File: src/rtl/jtopll_wr_ctrl.sv
// rtl/jtopll_wr_ctrl.sv - OPLL CPU write decoder, 4-entry write FIFO and strobe replay (busy model: JTOPLL_BUSY_EN)
module jtopll_wr_ctrl #(
  parameter int FIFO_AW = 2,
  parameter int AWAIT   = 12,
  parameter int DWAIT   = 84
) (
  input  logic       clk,
  input  logic       rst_n,
  input  logic       cen,
  input  logic       cs_n,
  input  logic       wr_n,
  input  logic       addr,
  input  logic [7:0] cpu_din,
  output logic       busy,
  output logic       ovf,
  output logic [7:0] dout,
  output logic [3:0] sel_ch,
  output logic [1:0] sel_group,
  output logic [2:0] sel_sub,
  output logic       up_fnumlo,
  output logic       up_fnumhi,
  output logic       up_inst,
  output logic       up_original,
  output logic       rhy_en,
  output logic [4:0] rhy_kon
);

  localparam int DEPTH = 1 << FIFO_AW;
  localparam logic [FIFO_AW:0]   CNT_FULL = DEPTH[FIFO_AW:0];
  localparam logic [FIFO_AW:0]   CNT_ONE  = {{FIFO_AW{1'b0}}, 1'b1};
  localparam logic [FIFO_AW-1:0] PTR_ONE  = {{(FIFO_AW-1){1'b0}}, 1'b1};
  localparam logic [1:0] K_ORIG = 2'd0;
  localparam logic [1:0] K_FLO  = 2'd1;
  localparam logic [1:0] K_FHI  = 2'd2;
  localparam logic [1:0] K_INST = 2'd3;

  typedef enum logic {IDLE, DRIVE} state_t;

  logic               we, we_r, wr_evt, accept;
  logic [7:0]         areg;
  logic [13:0]        mem [DEPTH];
  logic [FIFO_AW-1:0] rd_ptr, wr_ptr;
  logic [FIFO_AW:0]   count;
  logic               dec_valid;
  logic [1:0]         dec_kind;
  logic [3:0]         dec_idx;
  logic               push_req, push, full, deq, load;
  logic [13:0]        load_ent;
  logic [1:0]         ld_kind, ld_grp;
  logic [3:0]         ld_idx;
  logic [2:0]         ld_rem;
  state_t             state, state_nxt;

  assign we     = !cs_n && !wr_n;
  assign wr_evt = we && !we_r;

`ifdef JTOPLL_BUSY_EN
  localparam int CW = $clog2(((AWAIT > DWAIT) ? AWAIT : DWAIT) + 1);
  logic [CW-1:0] bcnt;

  // Busy countdown: reload on every accepted write, tick down on cen
  always_ff @(posedge clk or negedge rst_n) begin
    if (!rst_n)                     bcnt <= '0;
    else if (accept)                bcnt <= addr ? CW'(DWAIT) : CW'(AWAIT);
    else if (cen && bcnt != '0)     bcnt <= bcnt - CW'(1);
  end

  assign busy   = (bcnt != '0);
  assign accept = wr_evt && !busy;
`else
  logic unused_cfg;
  assign unused_cfg = ^{AWAIT, DWAIT};
  assign busy       = 1'b0;
  assign accept     = wr_evt;
`endif

  // Edge detect on the combined write strobe so each low pulse is one event
  always_ff @(posedge clk or negedge rst_n) begin
    if (!rst_n) we_r <= 1'b0;
    else        we_r <= we;
  end

  // Address latch and the directly-held rhythm register (0x0E)
  always_ff @(posedge clk or negedge rst_n) begin
    if (!rst_n) begin
      areg    <= 8'd0;
      rhy_en  <= 1'b0;
      rhy_kon <= 5'd0;
    end else if (accept) begin
      if (!addr)              areg <= cpu_din;
      else if (areg == 8'h0E) begin
        rhy_en  <= cpu_din[5];
        rhy_kon <= cpu_din[4:0];
      end
    end
  end

  // Register decode: patch bytes, fnum low/high and instrument channel ranges
  always_comb begin
    dec_valid = 1'b0;
    dec_kind  = K_ORIG;
    dec_idx   = 4'd0;
    if (areg[7:3] == 5'd0) begin
      dec_valid = 1'b1;
      dec_idx   = {1'b0, areg[2:0]};
    end else if (areg[7:6] == 2'b00 && areg[5:4] != 2'b00 && areg[3:0] <= 4'd8) begin
      dec_valid = 1'b1;
      dec_idx   = areg[3:0];
      case (areg[5:4])
        2'b01:   dec_kind = K_FLO;
        2'b10:   dec_kind = K_FHI;
        default: dec_kind = K_INST;
      endcase
    end
  end

  // The entry being driven stays in the FIFO until its cen window ends, so a
  // dequeue in the same cycle frees the slot for a push into a full FIFO.
  assign push_req = accept && addr && dec_valid;
  assign full     = (count == CNT_FULL);
  assign push     = push_req && (!full || deq);

  // FIFO storage
  always_ff @(posedge clk) begin
    if (push) mem[wr_ptr] <= {dec_kind, dec_idx, cpu_din};
  end

  // FIFO pointers, occupancy and sticky overflow
  always_ff @(posedge clk or negedge rst_n) begin
    if (!rst_n) begin
      wr_ptr <= '0;
      rd_ptr <= '0;
      count  <= '0;
      ovf    <= 1'b0;
    end else begin
      if (push) wr_ptr <= wr_ptr + PTR_ONE;
      if (deq)  rd_ptr <= rd_ptr + PTR_ONE;
      case ({push, deq})
        2'b10:   count <= count + CNT_ONE;
        2'b01:   count <= count - CNT_ONE;
        default: count <= count;
      endcase
      if (push_req && full && !deq) ovf <= 1'b1;
    end
  end

  // Pop FSM state register
  always_ff @(posedge clk or negedge rst_n) begin
    if (!rst_n) state <= IDLE;
    else        state <= state_nxt;
  end

  // Pop FSM next state: load the head from IDLE, chain to the next entry at
  // the end of each cen window
  always_comb begin
    state_nxt = state;
    deq       = 1'b0;
    load      = 1'b0;
    load_ent  = mem[rd_ptr];
    case (state)
      IDLE: begin
        if (count != '0) begin
          load      = 1'b1;
          state_nxt = DRIVE;
        end
      end
      DRIVE: begin
        if (cen) begin
          deq = 1'b1;
          if (count[FIFO_AW:1] != '0) begin
            load     = 1'b1;
            load_ent = mem[rd_ptr + PTR_ONE];
          end else begin
            state_nxt = IDLE;
          end
        end
      end
      default: state_nxt = IDLE;
    endcase
  end

  // Channel split into group (ch/3) and sub-slot (ch%3)
  always_comb begin
    ld_kind = load_ent[13:12];
    ld_idx  = load_ent[11:8];
    ld_grp  = (ld_idx >= 4'd6) ? 2'd2 : (ld_idx >= 4'd3) ? 2'd1 : 2'd0;
    ld_rem  = ld_idx[2:0] - (3'd3 * {1'b0, ld_grp});
  end

  // Output registers: selects and data hold their last value between strobes
  always_ff @(posedge clk or negedge rst_n) begin
    if (!rst_n) begin
      dout        <= 8'd0;
      sel_ch      <= 4'd0;
      sel_group   <= 2'd0;
      sel_sub     <= 3'd0;
      up_fnumlo   <= 1'b0;
      up_fnumhi   <= 1'b0;
      up_inst     <= 1'b0;
      up_original <= 1'b0;
    end else if (load) begin
      dout        <= load_ent[7:0];
      up_original <= (ld_kind == K_ORIG);
      up_fnumlo   <= (ld_kind == K_FLO);
      up_fnumhi   <= (ld_kind == K_FHI);
      up_inst     <= (ld_kind == K_INST);
      if (ld_kind == K_ORIG) begin
        sel_sub <= ld_idx[2:0];
      end else begin
        sel_ch    <= ld_idx;
        sel_group <= ld_grp;
        sel_sub   <= ld_rem;
      end
    end else if (deq) begin
      up_fnumlo   <= 1'b0;
      up_fnumhi   <= 1'b0;
      up_inst     <= 1'b0;
      up_original <= 1'b0;
    end
  end

endmodule
File: config.mk
export PLATFORM = sky130hd
export DESIGN_NAME = jtopll_wr_ctrl
export DESIGN_NICKNAME = d
export VERILOG_FILES = /design/src/rtl/jtopll_wr_ctrl.sv
export SDC_FILE = /design/constraint.sdc
export NUM_CORES = 1
export LEC_CHECK = 0
export CAP_MARGIN = 25
export CORE_MARGIN = 2
export CORE_UTILIZATION = 58
export DETAILED_ROUTE_END_ITERATION = 6
export MAX_ROUTING_LAYER = met4
export PLACE_DENSITY = 0.84
export SYNTH_ARGS = -nofsm -noshare
export SYNTH_HDL_FRONTEND = slang
export SYNTH_SLANG_ARGS = --single-unit
File: constraint.sdc
create_clock -name clk -period 3.35 [get_ports clk]
set_input_delay 1.005 -clock clk [delete_from_list [all_inputs] [get_ports clk]]
set_output_delay 1.005 -clock clk [all_outputs]
set_load 0.02 [all_outputs]
==> flow_summary_export.csv, run 1 <==
group,metric,value,unit
run_status,outcome,"complete, no violations",
sta,final-setup-viol-count,0,
synthesis,synth_cell_types,62,
floorplanning,initial_utilization,60.1,%
pwr,p_per_area,847,nW/um^2
grt,antenna_found_initial,0,
clocking,cts-root-buf,"clkbuf_8",
synthesis,syn_inst,369,
synthesis,synth-simple-area-share,11.1,%
detailed_routing,remaining_drc_errors,0,
detailed_routing,vias,3220,
cells_and_area,area_delta_synth_final,18.5,%
clocking,h-tree-depth,3,
pwr,leakagePower,2.21,nW
synthesis,synth_enable_flop_cells,56,
critical_path,crit_slowest_cell,"fa_1",
clocking,cts_buffers,9,
sta,final_max_slew_viol_count,0,
synthesis,ys.flop_type,"edfxtp_1",
synthesis,synth_compound_area_share,9.19,%
sta,finalSetupTns,0,ps
synthesis,synth_top_cell_by_area,"edfxtp_1",
clocking,clk_pin_slew,90,ps
floorplanning,die_h,96.3,um
synthesis,synth_fa_ha_area_share,2.08,%
synthesis,synth_top_family_by_area,"multiplexers",
place,place_congestion,0.891,
sta,rsz0062_at_grt,"false",
place,place_hpwl,7.03,mm
synthesis,synth_top_area_share,34.0,%
min_path,min_path_type,"register to register",
critical_path,critical_path_arrival,3380,ps
synthesis,synth_xor_area_share,0.887,%
cells_and_area,nNetsFinal,454,
grt,grt.total_usage,23.7,%
sta,fin_skew,12.7,ps
critical_path,cp-start-kind,"primary input",
synthesis,synthMuxAreaShare,15.8,%
pwr,power.total,0.00496,W
sta,max_slew.worst_pin.slew,883,ps
detailed_routing,drt_wl_total,9.88,mm
cells_and_area,fin_util,71.3,%
floorplanning,ios,43,
grt,gr-total-overflow,0,
synthesis,syn_area,4940,um^2
critical_path,critPathMaxStageDelay,410,ps
place,port_buffers,41,
critical_path,path_cells,"clkbuf_2 -> o211a_4 -> buf_4 -> a211o_1 -> a2bb2oi_2 -> mux2_4 -> nor2_2 -> ha_1 -> inv_1 -> fa_1 -> a21oi_1 -> nor3b_1 -> o221a_2",
critical_path,criticalPathCategory,"primary input to register",
sta,final.min_clock_period,3130,ps
sta,relSlewSlack,41.1,%
grt,grt_pass1_vias,3178,
floorplanning,core,8220,um^2
detailed_routing,wl_per_cell,18.2,um
synthesis,mappedNetlistNets,390,
cells_and_area,final_layout_size_suffix_gt1_share,24.2,%
clocking,clk_latency,360,ps
clocking,ctsHoldBuffers,0,
synthesis,synth_area_per_cell,13.4,um^2
clocking,clkSinkCount,101,
sta,hold_viol,0,
synthesis,synthTopCellsByArea,"edfxtp_1 (34%), dfrtp_1 (23%), mux4_2 (9.1%)",
grt,grt_pass1_wl,15.9,mm
critical_path,crit_fanout,5,
critical_path,cp.buffers_inverters,3,
flow_run,max-cap-violations,0,
critical_path,cp.required,3600,ps
pwr,ir_worst_vdd,0.412,mV
clocking,clk_path_buf_depth,2,
detailed_routing,drt_pass1_iterations,5,
critical_path,endpoint_kind,"register",
critical_path,critPathTopFamily,"compound AO/OA/AOI/OAI gates",
detailed_routing,ant_nets,0,
detailed_routing,drtIter0Drc,210,
clocking,cts_tree,"yes",
floorplanning,die_area,9270,um^2
synthesis,synth-seq-cells,101,
synthesis,ys_seq_area_share,56.8,%
sta,max_freq,319,MHz
grt,grt_max_degree,38,
sta,finalCritPeriodShare,93.5,%
cells_and_area,diodes,0,
detailed_routing,viasPerCell,5.93,
floorplanning,fp.dieW,96.3,um
synthesis,synthArstFlopShare,44.6,%
floorplanning,rows,33,
synthesis,yosysWarningCount,0,
-- routing by layer --
layer / track usage [%] / part of all wire, % / up-vias
met1: 30.5 / 43 / 1610
met3: 3.60 / 4.8 / 9
met2: 39.3 / 51 / 92
li1: - / - / 1509
met5: - / 0 / -
met4: 6.90 / 0.83 / 0
-- what timing repair did --
action	4_1_cts	5_1_grt
resized for setup	1	3
pin swaps	0	0
endpoints found under the setup margin	1	1
buffers inserted	1	1
gates cloned	1	0
-- cells in the mapped netlist, types with 2 or more instances --
cell type / number
buf_2: 9
nand3b_1: 3
mux2_4: 2
nor3_1: 10
a22o_1: 4
buf_6: 6
and2_1: 8
mux4_2: 20
nand2_1: 28
a21oi_1: 18
or3_1: 3
dfrtp_1: 45
inv_1: 10
fa_1: 2
xnor2_1: 4
mux2i_1: 11
nand4_1: 4
nor3b_1: 3
nand4b_1: 3
nor2_1: 24
nand3_1: 6
mux2_2: 17
nand2b_1: 2
buf_4: 4
ha_1: 5
edfxtp_1: 56
o21ai_1: 3
o21ai_0: 19
and3_1: 4
clkbuf_1: 4
-- sequential cells by signal (all words and copies together), names as in the netlist, 2 cells and up --
signal and cells:
dout 8, sel_sub 3, count 3, rhy_kon 5
areg 8, sel_ch 4, wr_ptr 2, sel_group 2
mem 56, rd_ptr 2
-- logic make-up (layout without fill, tap and decap cells) --
family	count (synthesis)	after routing
muxes	50	50
and+or+nand+nor	107	107
adders and majority gates	7	7
AOI/OAI and AO/OA	65	66
buffers and inverters	33	101
xor gates and xnor gates	5	5
DFF	101	101
other	1	1
-- report_power, final --
| group | switching [W] | internal [W] | total (W) |
|---|---|---|---|
| Sequential | 0.000216 | 0.00153 | 0.00175 |
| Combinational | 0.00115 | 0.00121 | 0.00236 |
| Clock | 0.000424 | 0.000429 | 0.000853 |
-- area by class of cell --
type / instances / area (um^2)
clock inverters: 6 / 93.8
flip-flops and latches: 101 / 2810
clock buffers: 10 / 128
inverters: 10 / 37.5
fillers: 573 / 2360
repair buffers: 75 / 706
well taps: 105 / 131
multi-input cells: 236 / 1950
-- per-stage QoR --
| stage | worst slack (ps) | hold slack, ps | std cells | area (um^2) |
|---|---|---|---|---|
| CTS | 45.7 | 483 | 542 | 5850 |
| detailed placement | -589 | 461 | 524 | 5610 |
| finish | 216 | 478 | 543 | 5860 |
| global placement | -516 | 454 | 523 | 5600 |
| floorplan | 26.3 | 496 | 369 | 4940 |
| global route | 118 | 506 | 543 | 5860 |
-- placed cells by master (no fill, tap or decap), types with 4 or more instances in the layout --
cell type        netlist  final
xnor2_1                4      4
buf_4                  4     30
and2_1                 8      8
o21ai_0               19     19
buf_12                 0      4
nor2_1                24     24
a21oi_1               18     17
edfxtp_1              56     56
nand3_1                6      6
clkdlybuf4s50_1        0     39
mux2_2                17     17
nor3_1                10     10
ha_1                   5      5
mux4_2                20     20
nand2_1               28     28
nand4_1                4      4
a22o_1                 4      4
inv_1                 10     10
and3_1                 4      4
dfrtp_1               45     44
clkbuf_8               0      9
mux2i_1               11     11
-- final timing paths --
path	cells past startpoint	end	slack, ps	start
max in group asynchronous	2	areg[4]	1920	rst_n
worst max-delay path	13	sel_sub[2]	220	cen
worst max register to register	12	sel_sub[2]	340	count[2]
min in group asynchronous	1	dout[7]	730	rst_n
worst min register to register	1	ovf	480	ovf
worst min-delay path	1	ovf	480	ovf
Note: power is estimated with default switching activity, not from simulation.
==> run 2, diff against run 1 <==
--- a/config.mk
+++ b/config.mk
@@ -10,7 +10,8 @@
 export CORE_UTILIZATION = 58
 export DETAILED_ROUTE_END_ITERATION = 6
 export MAX_ROUTING_LAYER = met4
-export PLACE_DENSITY = 0.84
+export PLACE_DENSITY = 0.8
+export SETUP_SLACK_MARGIN = 0.1
 export SYNTH_ARGS = -nofsm -noshare
 export SYNTH_HDL_FRONTEND = slang
 export SYNTH_SLANG_ARGS = --single-unit
==> run 2 against run 1 <==
Count of clock-buffer cells in the layout did not move. Via count down 0.12%. Fmax up 3.1%. Critical path type unchanged.
==> flow_summary_export.csv, run 2 (synthesis gave the netlist of run 1 again) <==
group,metric,value,unit
detailed_routing,vias,3216,
grt,grt_pass1_vias,3105,
pwr,seqPwrFrac,36.7,%
detailed_routing,wl_per_cell,18.0,um
critical_path,cp.buffers_inverters,2,
pwr,ir_worst_vdd,0.391,mV
detailed_routing,remaining_drc_errors,0,
pwr,p_int,0.00301,W
cells_and_area,area_delta_synth_final,17.2,%
sta,max_slew.worst_pin.slew,785,ps
flow_run,max-cap-violations,0,
critical_path,crit_fanout,7,
cells_and_area,fin_cells,537,
floorplanning,rows,33,
floorplanning,ios,43,
clocking,cts_buffers,9,
critical_path,path_cells,"clkbuf_2 -> o211a_4 -> nor3_1 -> a211o_1 -> a2bb2oi_2 -> mux2_4 -> nor2_2 -> ha_1 -> inv_1 -> fa_2 -> a21oi_1 -> nor3b_1 -> o221a_2",
cells_and_area,fin_util,70.5,%
floorplanning,initial_utilization,60.1,%
pwr,p_sw,0.00183,W
floorplanning,die_area,9270,um^2
detailed_routing,drt_pass1_iterations,4,
detailed_routing,drtIter0Drc,307,
pwr,combPwrFrac,47.3,%
floorplanning,fp.dieW,96.3,um
critical_path,regToRegSetupSlack,330,ps
cells_and_area,final_common_cell,"edfxtp_1",
critical_path,critical_path_arrival,3310,ps
sta,finalCritPeriodShare,90.7,%
sta,final.min_clock_period,3040,ps
detailed_routing,viasPerCell,5.99,
clocking,clkSinkCount,101,
clocking,clk_pin_slew,100,ps
grt,grt_max_degree,34,
sta,rsz0062_at_grt,"false",
sta,hold_viol,0,
clocking,clk_latency,380,ps
critical_path,cp.required,3620,ps
place,dp_cells,521,
critical_path,endpoint_kind,"register",
clocking,cts-root-buf,"clkbuf_8",
critical_path,critPathTopFamily,"compound AO/OA/AOI/OAI gates",
pwr,p_per_area,836,nW/um^2
cells_and_area,final_layout_size_suffix_gt1_share,23.6,%
place,place_congestion,0.831,
cells_and_area,layout_common_cells,"edfxtp_1 (56), dfrtp_1 (44), clkdlybuf4s50_1 (39)",
pwr,power.total,0.00484,W
floorplanning,die_h,96.3,um
run_status,outcome,"complete, no violations",
grt,grt.total_usage,23.4,%
sta,whs,486,ps
grt,antenna_found_initial,0,
critical_path,cp-start-kind,"primary input",
pwr,switching_share,37.8,%
grt,gr-total-overflow,0,
pwr,p_clk_share,16.1,%
floorplanning,core,8220,um^2
clocking,h-tree-depth,3,
pwr,leakagePower,2.17,nW
min_path,min_path_type,"register to register",
cells_and_area,top_register,"mem",
sta,max_freq,329,MHz
cells_and_area,nNetsFinal,448,
grt,grt_pass1_wl,15.5,mm
critical_path,criticalPathCategory,"primary input to register",
cells_and_area,diodes,0,
critical_path,crit_slowest_cell,"fa_2",
cells_and_area,top_regs,"mem: 56 flops, areg: 8 flops, dout: 8 flops",
cells_and_area,largest_reg_flops,56,
sta,relSlewSlack,47.6,%
clocking,ctsHoldBuffers,0,
clocking,clk_path_buf_depth,2,
detailed_routing,ant_nets,0,
sta,final_max_slew_viol_count,0,
sta,final-setup-viol-count,0,
critical_path,critPathMaxStageDelay,360,ps
clocking,cts_tree,"yes",
place,port_buffers,41,
place,place_hpwl,6.90,mm
detailed_routing,drt_wl_total,9.65,mm
sta,fin_skew,19.2,ps
run 2: cell count changes in the layout (fill, tap and decap cells not counted):
cell       previous run  this run
fa_1                  2         1
inv_8                 1         3
a21oi_1              17        18
clkbuf_8              9        10
fa_2                  0         1
clkbuf_1              1         0
a311oi_2              0         1
o211a_2               1         0
a21oi_2               2         1
bufinv_16             2         0
buf_4                30        25
clkinv_2              1         0
inv_6                 1         2
a311oi_1              1         0
run 2: power groups by stage:
stage	Sequential [W]	Clock [W]	Combinational, W
after floorplan	0.00180	0	0.00159
after global routing	0.00182	0.000836	0.00252
after CTS	0.00178	0.000782	0.00228
final	0.00178	0.000777	0.00229
after global placement	0.00179	0	0.00219
after detailed placement	0.00181	0	0.00227
run 2: path summary, 6_finish.rpt:
kind	start	endpoint	cells past startpoint
worst max-delay path	cen	sel_sub[2]	13
worst min register to register	up_fnumlo	up_fnumlo	2
worst min-delay path	up_fnumlo	up_fnumlo	2
worst max register to register	rd_ptr[1]	sel_sub[2]	12
max in group asynchronous	rst_n	count[0]	2
min in group asynchronous	rst_n	dout[6]	1
run 2: cell type report:
| cell class | instances | area (um^2) |
|---|---|---|
| Sequential cell | 101 | 2810 |
| Fill cell | 595 | 2430 |
| Multi-Input combinational cell | 235 | 1950 |
| Timing Repair Buffer | 70 | 668 |
| Clock buffer | 10 | 138 |
| Tap cell | 105 | 131 |
| Clock inverter | 6 | 60.1 |
| Inverter | 10 | 37.5 |
run 2: layer usage:
metal / share of wire [%] / GRT usage, % / vias to the layer above
li1: - / - / 1501
met1: 43 / 30.7 / 1597
met2: 49 / 37.1 / 101
met3: 5.5 / 3.68 / 17
met4: 1.8 / 8.69 / 0
met5: 0 / - / -
run 2: stage by stage:
step	setup slack [ps]	instance area, um^2	setup TNS (ps)
2_1_floorplan	91.1	4940	0
4_1_cts	138	5790	0
3_3_place_gp	-417	5580	-731
3_5_place_dp	-521	5590	-1010
6_report	311	5790	0
5_1_grt	149	5790	0
run 2: what timing repair did:
item / in CTS / in global routing
gates resized for setup: 1 / 3
buffers inserted: 0 / 0
pin swaps: 1 / 1
endpoints found under the setup margin: 2 / 2
run 2: worst min-delay path: stages (launching register included):
cell	delay (ps)
dfrtp_1	350
nand2_1	40
o21ai_0	60
==> run 3, diff against run 2 <==
--- a/config.mk
+++ b/config.mk
@@ -6,7 +6,7 @@
 export NUM_CORES = 1
 export LEC_CHECK = 0
 export CAP_MARGIN = 25
-export CORE_MARGIN = 2
+export CORE_MARGIN = 8
 export CORE_UTILIZATION = 58
 export DETAILED_ROUTE_END_ITERATION = 6
 export MAX_ROUTING_LAYER = met4
==> run 3 against run 2 <==
Core utilization is 0.13 points higher. Critical path depth stayed put. Routed wire length is 1.8% higher. Critical endpoint unchanged. Critical path type unchanged. Sequential power is 2% lower.
==> flow_summary_export.csv, run 3 (synthesis gave the netlist of run 1 again) <==
group,metric,value,unit
floorplanning,rows,33,
place,dp_cells,520,
sta,finalSetupTns,0,ps
clocking,cts-root-buf,"clkbuf_8",
min_path,min_path_type,"register to register",
grt,grt_pass1_wl,16.3,mm
critical_path,timing.rr.start,"rd_ptr[1]",
floorplanning,initial_utilization,59.8,%
critical_path,crit_start,"cen",
sta,max_slew.worst_pin.slew,861,ps
sta,max_freq,325,MHz
pwr,ir_worst_vdd,0.467,mV
floorplanning,ios,43,
place,place_hpwl,7.18,mm
detailed_routing,remaining_drc_errors,0,
floorplanning,core,8260,um^2
floorplanning,die_h,108,um
run_status,outcome,"complete, no violations",
sta,finalCritPeriodShare,91.9,%
critical_path,endpoint_kind,"register",
grt,antenna_found_initial,0,
place,place_congestion,0.841,
cells_and_area,area_delta_synth_final,18.0,%
critical_path,criticalPathCategory,"primary input to register",
grt,grt_util_met3,2.14,%
critical_path,cp-start-kind,"primary input",
min_path,hold_path.startpoint,"up_fnumlo",
sta,relSlewSlack,42.6,%
cells_and_area,nNetsFinal,448,
grt,grt_most_used_layer,"met2",
place,port_buffers,41,
grt,grt_pass1_vias,3232,
flow_run,max-cap-violations,0,
sta,hold_viol,0,
grt,grt_max_degree,38,
sta,final_max_slew_viol_count,0,
detailed_routing,vias,3210,
sta,whs,483,ps
clocking,clkSinkCount,101,
detailed_routing,drt_wl_total,9.83,mm
sta,final.min_clock_period,3080,ps
critical_path,rr_worst_depth,12,
detailed_routing,drtIter0Drc,183,
detailed_routing,drt_pass1_iterations,5,
detailed_routing,wl_per_cell,18.3,um
sta,fin_skew,8.82,ps
cells_and_area,diodes,0,
cells_and_area,final_layout_size_suffix_gt1_share,23.8,%
grt,grt.total_usage,18.2,%
clocking,clk_latency,360,ps
pwr,leakagePower,2.19,nW
min_path,hold_depth,2,
cells_and_area,largest_reg_flops,56,
clocking,cts_buffers,9,
sta,final-setup-viol-count,0,
grt,gr-usage-met1,23.1,%
cells_and_area,top_regs,"mem: 56 flops, areg: 8 flops, dout: 8 flops",
grt,met2_usage,29.8,%
pwr,p_per_area,849,nW/um^2
floorplanning,fp.dieW,108,um
clocking,h-tree-depth,3,
detailed_routing,viasPerCell,5.98,
clocking,cts_tree,"yes",
clocking,clk_path_buf_depth,2,
clocking,clk_pin_slew,100,ps
cells_and_area,fin_cells,537,
critical_path,crit_fanout,7,
critical_path,cp.required,3610,ps
cells_and_area,final_common_cell,"edfxtp_1",
cells_and_area,layout_common_cells,"edfxtp_1 (56), dfrtp_1 (44), clkdlybuf4s50_1 (39)",
detailed_routing,ant_nets,0,
sta,rsz0062_at_grt,"false",
grt,gr-total-overflow,0,
critical_path,critical_path_arrival,3330,ps
cells_and_area,top_register,"mem",
floorplanning,die_area,11700,um^2
run 3: what timing repair did:
item | CTS | global route
cloned | 0 | 0
buffers inserted | 0 | 0
hold endpoints to repair | 0 | 0
resized for setup | 1 | 4
pin swaps | 0 | 1
hold buffers | 0 | 0
setup endpoints to repair | 2 | 2
run 3: worst paths after layout:
path | slack (ps) | to
max in group asynchronous | 1940 | count[0]
setup / recovery | 270 | sel_sub[2]
hold reg to reg | 480 | up_fnumlo
setup reg to reg | 350 | sel_sub[2]
min in group asynchronous | 750 | dout[6]
hold / removal | 480 | up_fnumlo
run 3: routing by layer:
layer	vias up	share of wire, %
met5	-	0
met4	0	1.1
met3	10	5.2
met2	107	51
met1	1596	43
li1	1497	-
run 3: area by class of cell:
| cell class | instances | area (um^2) |
|---|---|---|
| tap | 105 | 131 |
| clock inverter | 6 | 95.1 |
| timing repair buffer | 70 | 668 |
| inverter | 10 | 37.5 |
| multi-input combinational | 235 | 1950 |
| sequential | 101 | 2810 |
| clock buffer | 10 | 138 |
| fill | 590 | 2430 |
run 3: through the flow:
stage,area (um^2),util [%],power (W),worst slack [ps]
after floorplan,4940,-,0.00338,91.1
after global placement,5580,67.6,0.00400,-398
after detailed placement,5580,67.6,0.00409,-486
after CTS,5810,70.4,0.00494,153
after global routing,5830,70.6,0.00528,186
final,5830,70.6,0.00495,272
run 3: worst max-delay path, cell delays in order:
cell and delay (ps):
clkbuf_2 130, o211a_4 210, nor3_1 60, a211o_1 300
a2bb2oi_2 190, mux2_4 320, nor2_2 80, ha_1 140
inv_1 50, fa_2 350, a21oi_1 170, nor3b_2 60
o221a_2 270
run 3: report_power, final:
part           internal, W  leakage [nW]  switching (W)
logic              0.00118          1.02        0.00116
registers          0.00153          1.06       0.000211
clock network     0.000448         0.117       0.000416
total              0.00316          2.19        0.00179
